===== config.mk =====
export PLATFORM = sky130hd
export DESIGN_NAME = sequential_divider
export DESIGN_NICKNAME = d
export VERILOG_FILES = /design/src/rtl/sequential_divider.sv
export SDC_FILE = /design/constraint.sdc
export NUM_CORES = 1
export LEC_CHECK = 0
export BUFFER_PORTS_ARGS = -buffer_cell sky130_fd_sc_hd__buf_2
export CORE_ASPECT_RATIO = 0.5
export CORE_UTILIZATION = 34
export DETAILED_ROUTE_END_ITERATION = 6
export PLACE_DENSITY_LB_ADDON = 0.12
export SYNTH_ARGS = -nofsm -noshare
export SYNTH_HDL_FRONTEND = slang
export SYNTH_SLANG_ARGS = --single-unit

===== constraint.sdc =====
create_clock -name Clock -period 8.6 [get_ports Clock]
set_input_delay 2.15 -clock Clock [delete_from_list [all_inputs] [get_ports Clock]]
set_output_delay 2.15 -clock Clock [all_outputs]
set_load 0.05 [all_outputs]

===== src/rtl/sequential_divider.sv =====
// Multi-cycle restoring shift-subtract divider, one quotient bit per clock.
// Handles unsigned and two's-complement signed operands; signed results truncate toward zero.
module sequential_divider #(
  parameter int WIDTH = 16
) (
  input  logic             Clock,
  input  logic             Reset,
  input  logic             Start,
  input  logic             Signed,
  input  logic [WIDTH-1:0] OperandA,
  input  logic [WIDTH-1:0] OperandB,
  output logic             Busy,
  output logic             Done,
  output logic [WIDTH-1:0] Quotient,
  output logic [WIDTH-1:0] Remainder,
  output logic             DivByZero,
  output logic             Overflow
);

  localparam int CW = $clog2(WIDTH + 1);

  typedef enum logic [1:0] {
    ST_IDLE = 2'd0,
    ST_RUN  = 2'd1,
    ST_FIX  = 2'd2,
    ST_DONE = 2'd3
  } state_t;

  state_t           state_r;
  state_t           state_next_s;
  logic [CW-1:0]    count_r;
  logic [WIDTH-1:0] rem_r;
  logic [WIDTH-1:0] dvd_r;
  logic [WIDTH-1:0] dsr_r;
  logic             signed_r;
  logic             a_neg_r;
  logic             q_neg_r;
  logic             ovf_pend_r;

  logic [WIDTH:0]   rem_shift_s;
  logic [WIDTH-1:0] diff_s;
  logic             trial_ok_s;
  logic [WIDTH-1:0] q_fix_s;
  logic [WIDTH-1:0] r_fix_s;
  logic             b_zero_s;
  logic             ovf_case_s;

  // Two's-complement negation modulo 2^WIDTH.
  function automatic logic [WIDTH-1:0] negate(input logic [WIDTH-1:0] v);
    negate = (~v) + {{(WIDTH-1){1'b0}}, 1'b1};
  endfunction

  // Magnitude read as an unsigned WIDTH-bit value, so the most-negative pattern maps to 2^(WIDTH-1).
  function automatic logic [WIDTH-1:0] magnitude(input logic [WIDTH-1:0] v, input logic is_signed);
    if (is_signed && v[WIDTH-1]) begin
      magnitude = negate(v);
    end else begin
      magnitude = v;
    end
  endfunction

  // Next-state logic.
  always_comb begin
    state_next_s = state_r;
    case (state_r)
      ST_IDLE: begin
        if (Start) begin
          if (b_zero_s) begin
            state_next_s = ST_DONE;
          end else begin
            state_next_s = ST_RUN;
          end
        end else begin
          state_next_s = ST_IDLE;
        end
      end
      ST_RUN: begin
        if (count_r == CW'(1)) begin
          state_next_s = ST_FIX;
        end else begin
          state_next_s = ST_RUN;
        end
      end
      ST_FIX:  state_next_s = ST_DONE;
      ST_DONE: state_next_s = ST_IDLE;
      default: state_next_s = ST_IDLE;
    endcase
  end

  // Trial subtraction and sign correction of the final result.
  always_comb begin
    b_zero_s    = (OperandB == {WIDTH{1'b0}});
    ovf_case_s  = Signed && (OperandA == {1'b1, {(WIDTH-1){1'b0}}}) && (OperandB == {WIDTH{1'b1}});
    rem_shift_s = {rem_r, dvd_r[WIDTH-1]};
    // The compare needs the carried-out bit; the difference itself always fits WIDTH bits.
    trial_ok_s  = (rem_shift_s >= {1'b0, dsr_r});
    diff_s      = rem_shift_s[WIDTH-1:0] - dsr_r;
    if (signed_r && q_neg_r) begin
      q_fix_s = negate(dvd_r);
    end else begin
      q_fix_s = dvd_r;
    end
    if (signed_r && a_neg_r) begin
      r_fix_s = negate(rem_r);
    end else begin
      r_fix_s = rem_r;
    end
  end

  // State register.
  always_ff @(posedge Clock or posedge Reset) begin
    if (Reset) begin
      state_r <= ST_IDLE;
    end else begin
      state_r <= state_next_s;
    end
  end

  // Datapath registers and registered outputs.
  always_ff @(posedge Clock or posedge Reset) begin
    if (Reset) begin
      count_r    <= {CW{1'b0}};
      rem_r      <= {WIDTH{1'b0}};
      dvd_r      <= {WIDTH{1'b0}};
      dsr_r      <= {WIDTH{1'b0}};
      signed_r   <= 1'b0;
      a_neg_r    <= 1'b0;
      q_neg_r    <= 1'b0;
      ovf_pend_r <= 1'b0;
      Busy       <= 1'b0;
      Done       <= 1'b0;
      Quotient   <= {WIDTH{1'b0}};
      Remainder  <= {WIDTH{1'b0}};
      DivByZero  <= 1'b0;
      Overflow   <= 1'b0;
    end else begin
      case (state_r)
        ST_IDLE: begin
          if (Start) begin
            signed_r   <= Signed;
            a_neg_r    <= Signed & OperandA[WIDTH-1];
            q_neg_r    <= Signed & (OperandA[WIDTH-1] ^ OperandB[WIDTH-1]);
            ovf_pend_r <= ovf_case_s;
            dvd_r      <= magnitude(OperandA, Signed);
            dsr_r      <= magnitude(OperandB, Signed);
            rem_r      <= {WIDTH{1'b0}};
            count_r    <= CW'(WIDTH);
            Overflow   <= 1'b0;
            // Divide-by-zero finishes on the accepting edge, so Busy never rises.
            if (b_zero_s) begin
              Busy      <= 1'b0;
              Done      <= 1'b1;
              DivByZero <= 1'b1;
              Quotient  <= {WIDTH{1'b1}};
              Remainder <= OperandA;
            end else begin
              Busy      <= 1'b1;
              Done      <= 1'b0;
              DivByZero <= 1'b0;
            end
          end else begin
            Done <= 1'b0;
          end
        end
        ST_RUN: begin
          if (trial_ok_s) begin
            rem_r <= diff_s;
          end else begin
            rem_r <= rem_shift_s[WIDTH-1:0];
          end
          dvd_r   <= {dvd_r[WIDTH-2:0], trial_ok_s};
          count_r <= count_r - CW'(1);
        end
        ST_FIX: begin
          Quotient  <= q_fix_s;
          Remainder <= r_fix_s;
          Overflow  <= ovf_pend_r;
          Busy      <= 1'b0;
          Done      <= 1'b1;
        end
        ST_DONE: begin
          Done <= 1'b0;
        end
        default: begin
          Busy <= 1'b0;
          Done <= 1'b0;
        end
      endcase
    end
  end

endmodule


* After elaboration in Yosys (flattened, before gate mapping) *
Index checks and enable logic that the tools add are counted.

operators by class
  add/subtract/negate cells = 6
  multiply operators = 0
  div/mod/pow operators = 0
  magnitude comparators = 1
  equal/unequal tests = 8
  shift operators = 0
  muxes and demuxes = 29
  bitwise logic cells = 7
  reductions and logical operators = 15

operator list
  operator                 count
  $mux W16                 11
  $pmux W16 S2             4
  $add A16 B1 Y16 const B  4
  $not A16 Y16             4
  $eq A16 B16 Y1 const B   2
  $ge A17 B16 Y1           1
  $logic_not A16 Y1        1
  $sub A16 B16 Y16         1
  $pmux W5 S2              1
  $pmux W2 S4              1
  $logic_and A1 B1 Y1      6
  $mux W2                  3
  $reduce_and A2 Y1        3
  $eq A5 B1 Y1 const B     1
  $mux W1                  5
  $mux W5                  1
  $sub A5 B1 Y5 const B    1
  $eq A2 B2 Y1 const B     2
  $ne A2 B2 Y1 const B     2
  $pmux W1 S2              2
  $reduce_bool A2 Y1       2
  $pmux W1 S3              1
  $reduce_and A3 Y1        1
  $reduce_bool A3 Y1       1
  4 further kinds          5

storage, ports and cells
  register bits = 95
  latch bits = 0
  bits in writable memories = 0
  memory bits (read-only) = 0
  input port bits = 36
  memories kept = 0

* Logic depth before layout (Yosys ltp) *
  depth after elaboration = 5
  gate-level depth with buffers = 11
  mapped depth without buffers = 11

* Least setup slack after synthesis *
OpenSTA, ideal clock, no wires.

  path kind = input port to flip-flop
  from = input OperandA[8]
  to = register dvd_r[14]
  setup time = 0.134 ns
  data arrival time = 3.474 ns
  required time = 8.466 ns
  path slack = 4.992 ns
  stages on the path = 5
  path buffers = 0
  cells stage by stage = or4_1 or2_2 o41ai_2 xor2_1 o21ai_0

on the way
  word-level cells in the longest chain between the ends = 5

ends and longest elaborated chain
  item                  RTL line  RTL
  from (decl)           10        input logic [WIDTH-1:0] OperandA,
  $not A16 Y16          50        negate = (~v) + {{(WIDTH-1){1'b0}}, 1'b1};
  $add A16 B1 Y16       50
  $mux W16              55        if (is_signed && v[WIDTH-1]) begin
  $mux W16              139       if (Start) begin
  $pmux W16 S2          137       case (state_r)
  to (signal assigned)  124       dvd_r <= {WIDTH{1'b0}};
  to (signal assigned)  144       dvd_r <= magnitude(OperandA, Signed);
  to (signal assigned)  171       dvd_r <= {dvd_r[WIDTH-2:0], trial_ok_s};
  to (decl)             33        logic [WIDTH-1:0] dvd_r;

No other way between the ends. The select of a mux whose other input is x is not followed.
A chain may end at the register's enable or synchronous reset.

* Worst setup path in the final report *
  from = input OperandB[0]
  to = register Remainder[7]

on the way
  word-level cells in the longest chain between the ends = 3

ends and longest elaborated chain
  item                         RTL line  RTL
  from (decl)                  11        input logic [WIDTH-1:0] OperandB,
  $logic_not A16 Y1            92        b_zero_s = (OperandB == {WIDTH{1'b0}});
  $ne A2 B2 Y1 (no line)       -
  $reduce_and A3 Y1 (no line)  -
  to (signal assigned)         133       Remainder <= {WIDTH{1'b0}};
  to (signal assigned)         155       Remainder <= OperandA;
  to (signal assigned)         176       Remainder <= r_fix_s;
  to (decl)                    15        output logic [WIDTH-1:0] Remainder,

No other way between the ends.

==> results.md <==
* Result of the run: complete, no violations
* VDD IR max at 0.000186 V
* Number of diodes at 0
* Die width at 191 µm
* PD cells at between 400 and 500 nW/µm²
* Routing usage on met3 at under 10%
* Total of max-cap violations at 0
* Vias per inst at around 5.2
* WS Path Type: input port to register
* Final nets at 823
* Primary FF master, synth: dfrtp_1
* Final hold viol count at 0
* Slowest cell on the critical path: nand3_1
* Ratio of final minimum period to clock period at between 40% and 50%
* First-pass GRT wire length at 26,800 µm
* Routability Congestion at 0.806
* Number of port buffers at between 70 and 80
* Final-report max-slew violation count at 0
* Initial DRC Count at 307
* Layout Area Growth over Synthesis at 14.3%
* CTS Root Buffer Type: clkbuf_16
* Mapped cell area at approximately 6000 µm²
* Met1 track demand over resource in global routing at ~28%
* Global route hottest layer: met2
* Detailed placement HPWL at 12,700 µm
* Count of placed standard cells including taps at between 900 and 1,000
* Register bit count reported by yosys at 95
* Reg2Reg Launch Point: dvd_r[15]
* Total of cells resized after clock tree synthesis at 0
* Endpoint arrival time on the critical path at about 4200 ps
* Synth Instances at a little over 700
* Synthesized area divided by synthesized cell count at roughly 8.5 µm²
* Warning count from the yosys run at 0
* # H-tree levels at 3
* Clock latency reported for the late side of the worst-skew pair at between 300 and 400 ps
* Count of cells along the worst register-to-register path at 11
* Layout cells sized above 1 at ~15%
* Number of remaining DRC errors at 0
* Maximum net fanout on the critical path at 17
* Max-Slew Margin vs Limit at about a quarter
* Final critical-path setup slack at between 4000 and 5000 ps
* Fin Setup TNS at 0 ps
* DR vias at 5,226
* Number of enable flip-flop cells after synthesis at 0
* Reg-to-reg endpoint: rem_r[14]
* Element type at the critical path end: register
* FMAX at ~250 MHz
* Number of post-CTS setup repair buffers at 0
* Worst setup path end: Remainder[7]
* Most frequent cells in the layout: dfrtp_1, nand2_1, buf_2
* Maximum clock path buffer count at 2
* Global routing met2 resource utilization at between 20 and 30%
* Net count after synthesis at 768
* Area of the core at about 17,000 µm²
* Global routing usage summed across all routing layers at 19.0%
* Largest net degree at the start of global routing at approximately 60
* Netlist cell types at 62
* Overall die area at between 15,000 and 20,000 µm²
* Critical path required time at between 8000 and 9000 ps
* Final Setup Violations at 0
* Worst Clk Skew at 11.0 ps
* # IOs at 72
* Height of the die at just under 100 µm
* Share of synthesized registers carrying an async set or reset at between 90% and 100%
* Number of standard cells in the layout, taps in and fillers out at around 1,000
* Pre-CTS setup slack at 4210 ps
* Number of buffers inserted by hold repair at cts at 0
* Number of buffers inserted during clock tree synthesis at 9
* Proportion of synthesized chip area in sequential cells at about two fifths
* Gr ovfl total at 0
* # clock sinks at 95
* Logic depth of the worst setup path including buffers at 9
* Number of buffer and inverter stages on the critical path at 2
* Final worst path period need at approximately 4000 ps
* Leakage Power at between 0.003 and 0.004 µW
* Crit-path leading delay family: simple AND/OR/NAND/NOR gates
* Cells along the critical path: buf_2 > inv_1 > ha_1 > nand3_1 > nor2_1 > nand3_1 > nand2_1 > a21oi_1 > a221o_1
* Worst setup path start: OperandB[0]
* Actual transition at the worst max-transition pin at between 1000 and 1500 ps
* Setup repair after global routing missed its margin: no
* Number of global-route vias before repair at ~4,800
* Placement Rows at 34
* Detailed-route wire length per cell at between 15 and 20 µm
* Clock tree from TritonCTS: built
* Post-placement cell area at roughly 6600 µm²
* Critical path launch point type: input port
* Pre-Repair DR Iteration Count at 4
* Final antenna-violating net count at 0
* Starting utilization of the core area at a little over a third
* CP max stage delay at ~650 ps
* Clock Pin Slew Worst Setup and Hold Paths at about 70 ps
* Design area at just under 7000 µm²
* Initial antenna violation count at 0
* DRT Wirelength at 16,900 µm
* Path category of the worst min-delay check: register to register
* Most numerous cell on the critical path: nand3_1
* Reg-to-reg setup timing slack at between 5000 and 6000 ps
synth_stat cells, types with 3 or more instances:
master     n  area, µm²
o21ai_1    9       45.0
a32oi_1    4       35.0
xor2_1    29        254
buf_6      3       33.8
mux2i_1   10        100
ha_1      23        288
o31ai_1    6       45.0
o21ai_0   69        345
dfrtp_1   95       2380
clkbuf_1  25       93.8
a31oi_1   22        138
nor3_1    22        110
buf_2      5       25.0
a22oi_1   15        113
and3_1     6       37.5
o22ai_1    6       37.5
nand2_1   95        357
a221o_1    4       40.0
xnor2_1   40        350
nor4_1     4       25.0
o41ai_1    3       26.3
and2_1     4       25.0
a21oi_1   49        245
inv_1     34        128
or4_1      3       22.5
nor2_1    54        203
a21o_1     4       30.0
nand4_1    7       43.8
nand3_1   16       80.1
power by group:
group	total, µW	switching, µW	internal, µW
Combinational	1670	1030	646
Clock	420	183	236
Sequential	866	219	647
Total	2960	1430	1530
per-layer routing:
layer	vias to the layer above	share of wire, %
met5	-	0
met4	0	0.89
met3	14	3.3
met2	92	43
met1	2494	52
li1	2626	-
flip-flops by register name, indices dropped and copies added, names as in the netlist:
register    cells
Busy            1
DivByZero       1
Done            1
Overflow        1
Quotient       16
Remainder      16
a_neg_r         1
count_r         5
dsr_r          16
dvd_r          16
ovf_pend_r      1
q_neg_r         1
rem_r          16
signed_r        1
state_r         2
area by class of cell:
cell class              instances  area, µm²
clock buffers                  11        243
flip-flops and latches         95       2380
multi-input cells             543       3390
well taps                     234        293
inverters                      35        134
repair buffers                 79        415
fillers                      1793      10500
clock inverters                 5       63.8
worst min path at each step:
stage | from | to | slack (ps) | cells after the start
detailed placement | ovf_pend_r | ovf_pend_r | 460 | 2
finish | ovf_pend_r | ovf_pend_r | 480 | 2
global route | count_r[4] | count_r[4] | 510 | 1
floorplan | ovf_pend_r | ovf_pend_r | 440 | 2
CTS | count_r[4] | count_r[4] | 480 | 1
global placement | DivByZero | DivByZero | 460 | 1
worst min-delay path, delay by kind of cell (launching register included):
kind	cells	cell delay (ps)
DFF	1	360
and+or+nand+nor	2	100
stage by stage:
stage	total power, µW	util [%]	hold WS, ps
global placement	2530	38.0	464
detailed placement	2540	38.0	463
floorplan	2140	-	439
finish	2960	39.7	482
global route	3190	39.7	507
CTS	2970	39.7	482
logic make-up after synthesis:
kind of cell | after synthesis | share of synthesized area [%]
fa+ha+maj | 24 | 5.09
flops | 95 | 39.3
simple gates | 230 | 17.8
mux | 10 | 1.65
xor+xnor | 69 | 9.99
compound gates | 210 | 21.3
buf+inv | 70 | 4.88
Power figures use the tool's default switching activity.
